`config.mk`:
```
export PLATFORM = sky130hd
export DESIGN_NAME = output_deskew_buffer
export DESIGN_NICKNAME = d
export VERILOG_FILES = /design/src/rtl/output_deskew_buffer.sv
export SDC_FILE = /design/constraint.sdc
export NUM_CORES = 1
export LEC_CHECK = 0
export ABC_AREA = 0
export CAP_MARGIN = 20
export CORE_UTILIZATION = 55
export CTS_BUF_LIST = sky130_fd_sc_hd__clkbuf_4
export CTS_CLUSTER_DIAMETER = 150
export DETAILED_ROUTE_END_ITERATION = 8
export PLACE_DENSITY = 0.82
export SYNTH_ARGS = -nofsm -noshare
export SYNTH_HDL_FRONTEND = slang
export SYNTH_SLANG_ARGS = --single-unit
```
`constraint.sdc`:
```
create_clock -name clk -period 3.6 [get_ports clk]
set_clock_uncertainty 0.05 [all_clocks]
set_input_delay 0.9 -clock clk [delete_from_list [all_inputs] [get_ports clk]]
set_output_delay 0.9 -clock clk [all_outputs]
set_load 0.02 [all_outputs]
```
`src/rtl/output_deskew_buffer.sv`:
```
// output_deskew_buffer: realigns skewed systolic column results into rows and queues them in a FWFT FIFO; define DESKEW_RELU_EN to clamp negative fields to zero on FIFO write
module output_deskew_buffer #(
  parameter int ACC_WIDTH  = 20,
  parameter int NUM_COLS   = 4,
  parameter int FIFO_DEPTH = 4
) (
  input  logic                          clk,
  input  logic                          rst_n,
  input  logic                          flush,
  input  logic [NUM_COLS-1:0]           in_valid,
  input  logic [NUM_COLS*ACC_WIDTH-1:0] data_in,
  output logic                          out_valid,
  input  logic                          out_ready,
  output logic [NUM_COLS*ACC_WIDTH-1:0] data_out,
  output logic                          full,
  output logic                          overflow,
  output logic                          skew_err
);
  localparam int PW = $clog2(FIFO_DEPTH);
  localparam int CW = PW + 1;
  localparam int RW = NUM_COLS * ACC_WIDTH;
  logic [NUM_COLS-1:0]  dv;
  logic [ACC_WIDTH-1:0] dd [NUM_COLS];
  logic [RW-1:0]        row;
  logic [RW-1:0]        mem [FIFO_DEPTH];
  logic [PW-1:0]        wr_ptr, rd_ptr;
  logic [CW-1:0]        count;
  logic                 push, pop, accept;
  genvar c;
  for (c = 0; c < NUM_COLS; c++) begin : g_col
    if (c == NUM_COLS - 1) begin : g_direct
      assign dv[c] = in_valid[c];
      assign dd[c] = data_in[c*ACC_WIDTH +: ACC_WIDTH];
    end else begin : g_dly
      localparam int S = NUM_COLS - 1 - c;
      logic [S-1:0]         v;
      logic [ACC_WIDTH-1:0] d [S];
      // free-running shift line: earlier columns wait longer so the row lines up with the last column
      always_ff @(posedge clk or negedge rst_n)
        if (!rst_n) begin
          v <= '0;
          for (int i = 0; i < S; i++) d[i] <= '0;
        end else if (flush) begin
          v <= '0;
          for (int i = 0; i < S; i++) d[i] <= '0;
        end else begin
          for (int i = S - 1; i > 0; i--) begin
            v[i] <= v[i-1];
            d[i] <= d[i-1];
          end
          v[0] <= in_valid[c];
          d[0] <= data_in[c*ACC_WIDTH +: ACC_WIDTH];
        end
      assign dv[c] = v[S-1];
      assign dd[c] = d[S-1];
    end
  end
  // assemble the aligned row, optionally clamping negative sums
  always_comb begin
    row = '0;
    for (int i = 0; i < NUM_COLS; i++)
`ifdef DESKEW_RELU_EN
      row[i*ACC_WIDTH +: ACC_WIDTH] = dd[i][ACC_WIDTH-1] ? '0 : dd[i];
`else
      row[i*ACC_WIDTH +: ACC_WIDTH] = dd[i];
`endif
  end
  assign push      = &dv;
  assign out_valid = count != '0;
  assign full      = count == CW'(FIFO_DEPTH);
  assign pop       = out_valid & out_ready;
  assign accept    = push & (~full | pop);
  assign data_out  = out_valid ? mem[rd_ptr] : '0;
  // row storage; contents are don't-care outside the live window so no reset is needed
  always_ff @(posedge clk)
    if (accept) mem[wr_ptr] <= row;
  // FIFO bookkeeping and sticky error flags
  always_ff @(posedge clk or negedge rst_n)
    if (!rst_n) begin
      wr_ptr   <= '0;
      rd_ptr   <= '0;
      count    <= '0;
      overflow <= 1'b0;
      skew_err <= 1'b0;
    end else if (flush) begin
      wr_ptr   <= '0;
      rd_ptr   <= '0;
      count    <= '0;
      overflow <= 1'b0;
      skew_err <= 1'b0;
    end else begin
      if (accept) wr_ptr <= wr_ptr + 1'b1;
      if (pop) rd_ptr <= rd_ptr + 1'b1;
      count <= count + CW'(accept) - CW'(pop);
      if (push & full & ~pop) overflow <= 1'b1;
      if ((|dv) & ~push) skew_err <= 1'b1;
    end
endmodule
```
### Yosys cells after proc, flatten, opt, wreduce, memory -nomap -nowiden

Memory sizes are Yosys's and may differ from the RTL's.
Index checks and enable logic that the tools add are counted.

| cells by class | value |
|---|---|
| eq/ne operators | 1 |
| shift operators | 0 |
| order comparisons | 0 |
| multiplexer cells | 18 |
| add/subtract/negate cells | 4 |
| $mul | 0 |
| bitwise operators | 9 |
| reduce and logical (&&, ||, !) cells | 7 |
| divide/modulo/power cells | 0 |

Operator list:

| kind | number |
|---|---|
| two-way mux 80 bit | 1 |
| two-way mux 60 bit | 1 |
| two-way mux 40 bit | 1 |
| two-way mux 20 bit | 1 |
| two-way mux 2 bit | 5 |
| nonzero test 2 bit | 4 |
| two-way mux 1 bit | 7 |
| two-way mux 3 bit | 2 |
| AND 1 bit | 5 |
| adder 2 x 1 -> 2 bit (second input constant) | 2 |
| AND reduction 4 bit | 1 |
| OR reduction 4 bit | 1 |
| adder 3 x 1 -> 3 bit | 1 |
| equality test 3 bit (second input constant) | 1 |
| inverter 1 bit | 3 |
| nonzero test 3 bit | 1 |
| subtractor 3 x 1 -> 3 bit | 1 |
| OR 1 bit | 1 |

| storage, ports and cells | value |
|---|---|
| bits in latches | 0 |
| word-level logic and storage cells | 54 |
| register bits | 135 |
| memories kept | 1 |
| memory bits (read-only) | 0 |
| RAM bits | 320 |

Memory list:

| name | words | bits a word | rd ports | clocked after memory_dff | wr ports | RTL line | text |
|---|---|---|---|---|---|---|---|
| mem | 4 | 80 | 1 | 0 | 1 | 25 | `logic [RW-1:0] mem [FIFO_DEPTH];` |

### Logic depth before layout (Yosys ltp)

Gate-level depths: netlist of the first run.

| logic depth | value |
|---|---|
| depth in word-level cells | 7 |
| depth in mapped cells | 8 |
| mapped depth without buffers | 8 |

### Worst setup path after synthesis of the first run

Ideal clock, no wire load.

| timing path | value |
|---|---|
| kind | input port to flip-flop |
| start point | input in_valid[3] |
| end point | memory mem[2][0] (netlist bit), enable pin |
| cell stages on the path | 3 |
| setup slack | -0.113 ns |
| data arrival time | 3.216 ns |
| buffers on the path | 0 |
| required time | 3.103 ns |
| setup time | 0.447 ns |
| cells stage by stage | nand4_1 -> nor2_1 -> and2_1 |

| on the way | value |
|---|---|
| cells in the longest elaborated chain, start to end | 4 |

RTL lines:

| what | RTL line | text |
|---|---|---|
| start, declared | 10 | `input logic [NUM_COLS-1:0] in_valid,` |
| AND reduction 4 bit | 68 | `assign push = &dv;` |
| AND 1 bit | 72 | `assign accept = push & (~full \| pop);` |
| two-way mux 1 bit | 76 | `if (accept) mem[wr_ptr] <= row;` |
| two-way mux 1 bit (implied by the code) | 76 |  |
| end, declared | 25 |  |

Every way passes these cells.

### Final worst setup path of the first run

| timing path | value |
|---|---|
| start point | register rd_ptr[0] |
| end point | output data_out[22] |

| on the way | value |
|---|---|
| cells in the longest elaborated chain, start to end | 2 |

RTL lines:

| what | RTL line | text |
|---|---|---|
| start, declared | 26 | `logic [PW-1:0] wr_ptr, rd_ptr;` |
| start signal, assigned | 93 | `if (pop) rd_ptr <= rd_ptr + 1'b1;` |
| memory read (4 x 80 bit) | -- |  |
| two-way mux 80 bit | 73 | `assign data_out = out_valid ? mem[rd_ptr] : '0;` |
| end, declared | 14 | `output logic [NUM_COLS*ACC_WIDTH-1:0] data_out,` |

Every way passes these cells.

==> metrics, run 1 <==
power density over the cells=around 650 mW/mm2; Hold WC Path Type=in2async; Seq/Total Area, Yosys=0.7778; setup TNS=0 ps; Yosys warnings=0; Setup WS pre-CTS=around 390 ps; RR Startpoint=count[1]; Via density=5.132; share of post-route cells with drive strength above 1=0.2504; Max Fclk=approximately 290 MHz; Cell Area, Synth=0.01670 mm2; IO Pins=172; Synth Net Count=920; RSZ-0062 raised after global routing=no; clock sink total=455; Post-CTS Hold Buffers=0; number of CTS-inserted buffers=106; number of distinct library cells after synthesis=30; register bit total from synthesis=455; Routed wire per std cell=18.64 um; Critical Path End Type=output port; worst skew pair latency=720 ps; Power Total=13.15 mW; clock power share=0.312; worst slew pin tran=749.8 ps; Antenna Nets Post-Route=0; Internal=9.455 mW; CTS H-tree depth=3; Tmin final=3486 ps; Final Worst Setup Slack=114.4 ps; CP Max Fanout=15; Non-Filler Cell Area, Final=0.02034 mm2; synthesis-to-finish area growth=21.83%; clk root buf=clkbuf_4; Final Slew Violations=0; CP max stage cell=mux4_2; Final Setup Violations=0; dpl cell area=0.01893 mm2; clk buf depth=3; maximum resistive drop on vdd=379.6 uV; fin crit share=0.9682; Setup crit start=rd_ptr[0]; placer congestion estimate=0.7296; vias in the first global route=8473; 1st-pass router iterations=5; Residual DRC=0; Initial Util=0.5619; syn_area_per_cell=about 20 um2; delay of the slowest critical-path stage=between 500 and 600 ps; initial antenna violation count=2; most frequent cells in the layout=320 x edfxtp_1, 172 x clkbuf_4, 133 x dfrtp_1; most common cell after layout, fill and taps aside=edfxtp_1; largest net degree at the start of global routing=69; Post-Synthesis Cells=~830; P_sw=3.696 mW; Final Hold Fails=0; GR Overflow Total=0; Max Cap Viol=0; switch share=0.2811; std cell rows=63; crit path cell chain=buf_4 -> buf_12 -> mux4_2 -> and2_1 -> dlygate4sd2_1; Routed WL=between 20000 and 30000 um; first-pass GRT wire length=45640 um; # port buffers=171; Slew headroom=0.5001; Clock transition at path regs=70 ps; startpoint class of the critical path=register; outcome=finished clean; post-DP HPWL=17040 um; nets@finish=1182; CTS tree=done; GRT Overall Usage=0.1973; DIE HEIGHT=176.2 um; Req. time, crit path=2650 ps; drt first-iter violations=502; via count=8058; Logic pwr share=0.250; die width=176.2 um; Seq pwr share=0.438; Worst Path Arrival=2540 ps; Setup CP Type=reg2out; Core Area=0.02972 mm2; Leak Pwr=a little under 8 nW; # fillers=1944; final core occ=0.6846; Die ar.=0.03106 mm2
## per-stage QoR
stage / hold slack (ps) / cells
2_1_floorplan: 388.5 / 826
3_3_place_gp: 391.4 / 1365
3_5_place_dp: 396.3 / 1365
4_1_cts: 27.94 / 1566
5_1_grt: 51.86 / 1570
6_report: 87.79 / 1570
## cell usage after synthesis
cell type / n / area, um2
edfxtp_1: 320 / 9609
dfrtp_1: 135 / 3378
nor2b_1: 127 / 794.5
and2_1: 84 / 525.5
mux4_2: 79 / 1779
clkbuf_1: 23 / 86.33
nor2_1: 10 / 37.54
buf_2: 9 / 45.04
buf_12: 8 / 160.2
ha_1: 5 / 62.56
inv_1: 3 / 11.26
xor2_1: 3 / 26.28
a21oi_1: 2 / 10.01
nand2b_1: 2 / 12.51
a21o_1: 1 / 7.510
and4_1: 1 / 8.760
buf_1: 1 / 3.750
buf_6: 1 / 11.26
fa_1: 1 / 20.02
mux2_2: 1 / 11.26
mux2i_1: 1 / 10.01
mux4_1: 1 / 26.28
nand4_1: 1 / 6.260
nor3b_1: 1 / 7.510
nor4b_1: 1 / 8.760
o311ai_0: 1 / 8.760
o31ai_1: 1 / 7.510
or3_1: 1 / 6.260
or4_1: 1 / 7.510
xnor2_1: 1 / 8.760
## worst max-delay path, delay by kind of cell, from the launching register on
family,cells,cell delay [ps]
buf+inv,3,630
flops,1,470
mux,1,520
simple gates,1,210
## kinds of logic after synthesis
kind of cell               count (synthesis)  share of synthesized area
DFF                                      455                     0.7778
buffers and inverters                     45                    0.01903
and+or+nand+nor                          229                    0.08475
xor gates and xnor gates                   4                   0.002098
adders and majority gates                  6                   0.004945
AOI/OAI and AO/OA                          5                   0.002024
muxes                                     82                     0.1094
## path summary, 6_finish.rpt
check	endpoint	slack (ps)	depth (start not counted)
worst max register to register	count[1]	1220	7
min in group clk	dd[71]	390	1
worst min-delay path	dd[57]	90	1
max in group asynchronous	g_col[0].g_dly.d[57]	2560	2
worst min register to register	dd[71]	390	1
worst max-delay path	data_out[22]	110	5
## metal layers
layer | track usage | up-vias | part of all wire
met3 | 0.04759 | 39 | 0.072
met4 | 0.06449 | 0 | 0.014
met5 | 0 | - | 0
li1 | - | 3693 | -
met2 | 0.3248 | 299 | 0.50
met1 | 0.2609 | 4027 | 0.42
## final cells by class
| class | instances | area (um2) | area share |
|---|---|---|---|
| Sequential cell | 455 | 13000 | 0.6387 |
| Antenna cell | 2 | 5.005 | 0.0002460 |
| Tap cell | 390 | 488.0 | 0.02399 |
| Inverter | 3 | 11.26 | 0.0005535 |
| Clock buffer | 172 | 1291 | 0.06347 |
| Multi-Input combinational cell | 326 | 3405 | 0.1673 |
| Clock inverter | 26 | 147.6 | 0.007257 |
| Timing Repair Buffer | 196 | 2002 | 0.09840 |
## flip-flops by register name (all words and copies together), names as in the netlist
| name | flops |
|---|---|
| rd_ptr | 2 |
| g_col.g_dly.v | 6 |
| mem | 320 |
| g_col.g_dly.d | 80 |
| dd | 40 |
| skew_err | 1 |
| overflow | 1 |
| wr_ptr | 2 |
| count | 3 |
## power by group through the flow
stage               Sequential [mW]  Combinational, mW  Clock (mW)
finish                         5.76               3.28        4.11
global route                   5.77               3.51        4.49
CTS                            5.76               3.33        4.24
detailed placement             5.90               3.60           0
global placement               5.89               3.56           0
floorplan                      5.83               2.23           0
## timing repair
action / 4_1_cts / 5_1_grt
buffers inserted: 3 / 2
setup endpoints to repair: 80 / 11
resized for setup: 85 / 3
No activity file was read; power rests on OpenSTA's default activity.
==> run 2, diff against run 1 <==
- CORE_UTILIZATION: 55 -> 53
- clock period: 3.6 -> 3.2 ns (I/O delays scaled with it)
==> run 2 against run 1 <==
The run now ends with design-rule violations left. Total power is 23% higher. Non-clock buffer count is 16 higher. Global-route usage is 0.19 points higher. Utilization is 0.69 points lower. Register-to-register slack worse by 140 ps. Design area is 2.7% higher. Wire length is 5.3% higher. Critical path depth stayed put. Sequential share of layout area is 1.7 points lower. Worst setup slack worse by 110 ps.
==> metrics, run 2 (synthesis results as in run 1) <==
CTS H-tree depth=3 (unchanged); post-DP HPWL=17130 um (+0.49%); Internal=11.74 mW (+24%); Final Setup Violations=0 (unchanged); number of CTS-inserted buffers=111 (+4.7%); Die ar.=0.03222 mm2 (+3.7%); Residual DRC=60 (+60); Initial Util=0.5416 (-0.02027); Final Slew Violations=0 (unchanged); Tmin final=3194 ps; CP Max Fanout=4 (-11); Max Fclk=313.1 MHz; Seq pwr share=0.401 (-0.037); worst skew pair latency=730 ps (about the same); Setup CP Type=reg2out; drt first-iter violations=583 (+16%); most frequent cells in the layout=320 x edfxtp_1, 186 x clkbuf_4, 132 x dfrtp_1; Via density=5.135 (about the same); IO Pins=172 (unchanged); dpl cell area=0.01895 mm2 (+0.11%); Slew headroom=0.5180 (+0.01784); switch share=0.2748 (-0.006229); maximum resistive drop on vdd=423.9 uV (+12%); Non-Filler Cell Area, Final=0.02089 mm2 (+2.7%); vias in the first global route=8793 (+3.8%); clock power share=0.299 (-0.013); clk root buf=clkbuf_4; most common cell after layout, fill and taps aside=edfxtp_1; die width=179.5 um (+1.8%); largest net degree at the start of global routing=65 (-5.8%); worst slew pin tran=723.1 ps (-26.75 ps); synthesis-to-finish area growth=25.12%; Critical Path End Type=output port; Final Hold Fails=0 (unchanged); Routed wire per std cell=19.23 um (+3.2%); Most flops, register=mem; via count=8227 (+2.1%); share of post-route cells with drive strength above 1=0.3797 (+0.1293); Routed met1 length=12350 um (+1.3%); Clock transition at path regs=60 ps (about the same); Core Area=0.03083 mm2 (+3.7%); Max Cap Viol=0 (unchanged); P_sw=4.448 mW (+20%); power density over the cells=774.7 mW/mm2 (+20%); highest metal used=met5; number of flip-flops in the largest register=320 (unchanged); fin crit share=0.9981; startpoint class of the critical path=register; met2 wire length=16170 um (+11%); clk buf depth=3 (unchanged); first-pass GRT wire length=48440 um (+6.1%); met3 WL=1945 um (-8.3%); nets@finish=1203 (+1.8%); Req. time, crit path=2350 ps (-300 ps); # port buffers=171 (unchanged); failing checks=design-rule violations; initial antenna violation count=3 (+1); Logic pwr share=0.301 (+0.051); Worst Path Arrival=2340 ps (-200 ps); Hold WC Path Type=reg2reg; CTS tree=done; placer congestion estimate=0.7080 (-3.0%); Antenna Nets Post-Route=0 (unchanged); 1st-pass router iterations=6 (+1); RSZ-0062 raised after global routing=yes; GRT Overall Usage=0.1991 (+0.001882); Routed WL=30810 um (+5.3%); final core occ=0.6777 (-0.006924); Leak Pwr=7.895 nW (+2.4%); outcome=complete, but fails checks; std cell rows=64 (+1.6%); clock sink total=455 (unchanged); GR Overflow Total=0 (unchanged); DIE HEIGHT=179.5 um (+1.8%)
==> run 2: stage by stage <==
stage	instances	total power [mW]	hold slack (ps)	setup TNS (ps)	worst slack, ps
global route	1600	16.97	425.0	-2403	-123.0
global placement	1376	10.70	390.2	0	215.7
finish	1602	16.19	400.4	0	6.198
floorplan	826	9.074	388.5	0	454.3
CTS	1598	15.96	393.2	-1859	-93.59
detailed placement	1376	10.73	396.3	0	213.2
==> run 2: critical path: stages, from the launching register on <==
cell and delay [ps]:
dfrtp_4 460, buf_8 140, bufbuf_16 260, mux4_2 490
and2_4 170, buf_4 150
==> run 2: cell type report <==
type / instances / area (um2)
flip-flops and latches: 455 / 13000
fillers: 1973 / 9937
multi-input cells: 326 / 3537
repair buffers: 212 / 2326
clock buffers: 186 / 1396
well taps: 396 / 495.5
clock inverters: 19 / 117.6
diodes: 5 / 12.51
inverters: 3 / 11.26
==> run 2: repair_timing <==
action,4_1_cts,5_1_grt
gates resized for setup,398,110
buffers inserted,8,1
endpoints found under the setup margin,81,71
pin swaps,9,10
endpoints found under the hold margin,11,0
gates cloned,8,0
hold buffers,1,0
==> run 2: power groups by stage <==
stage / clock network (mW) / registers (mW) / logic [mW]
global placement: 0 / 6.63 / 4.07
floorplan: 0 / 6.56 / 2.51
detailed placement: 0 / 6.64 / 4.10
global route: 5.32 / 6.49 / 5.16
finish: 4.83 / 6.48 / 4.87
CTS: 4.99 / 6.48 / 4.49
==> run 2: metal layers <==
layer  vias to the layer above  GRT usage
li1                       3746          -
met2                       265     0.3428
met5                         -          0
met4                         2    0.05966
met1                      4177     0.2512
met3                        37    0.05024
==> run 2: final timing paths <==
kind | depth (start not counted) | from | end | slack, ps
worst max-delay path | 5 | rd_ptr[0] | data_out[78] | 6
worst min-delay path | 1 | g_col[0].g_dly.d[27] | dd[67] | 400
worst max register to register | 7 | count[1] | count[1] | 1080
worst min register to register | 1 | g_col[0].g_dly.d[27] | dd[67] | 400
max in group asynchronous | 3 | rst_n | g_col[2].g_dly.d[8] | 1700
min in group asynchronous | 2 | rst_n | dd[48] | 590
==> run 3, diff against run 2 <==
- HOLD_SLACK_MARGIN: unset -> 0.05
==> results of run 3 <==
Final layout, timing and power as in run 2 (identical DEF).
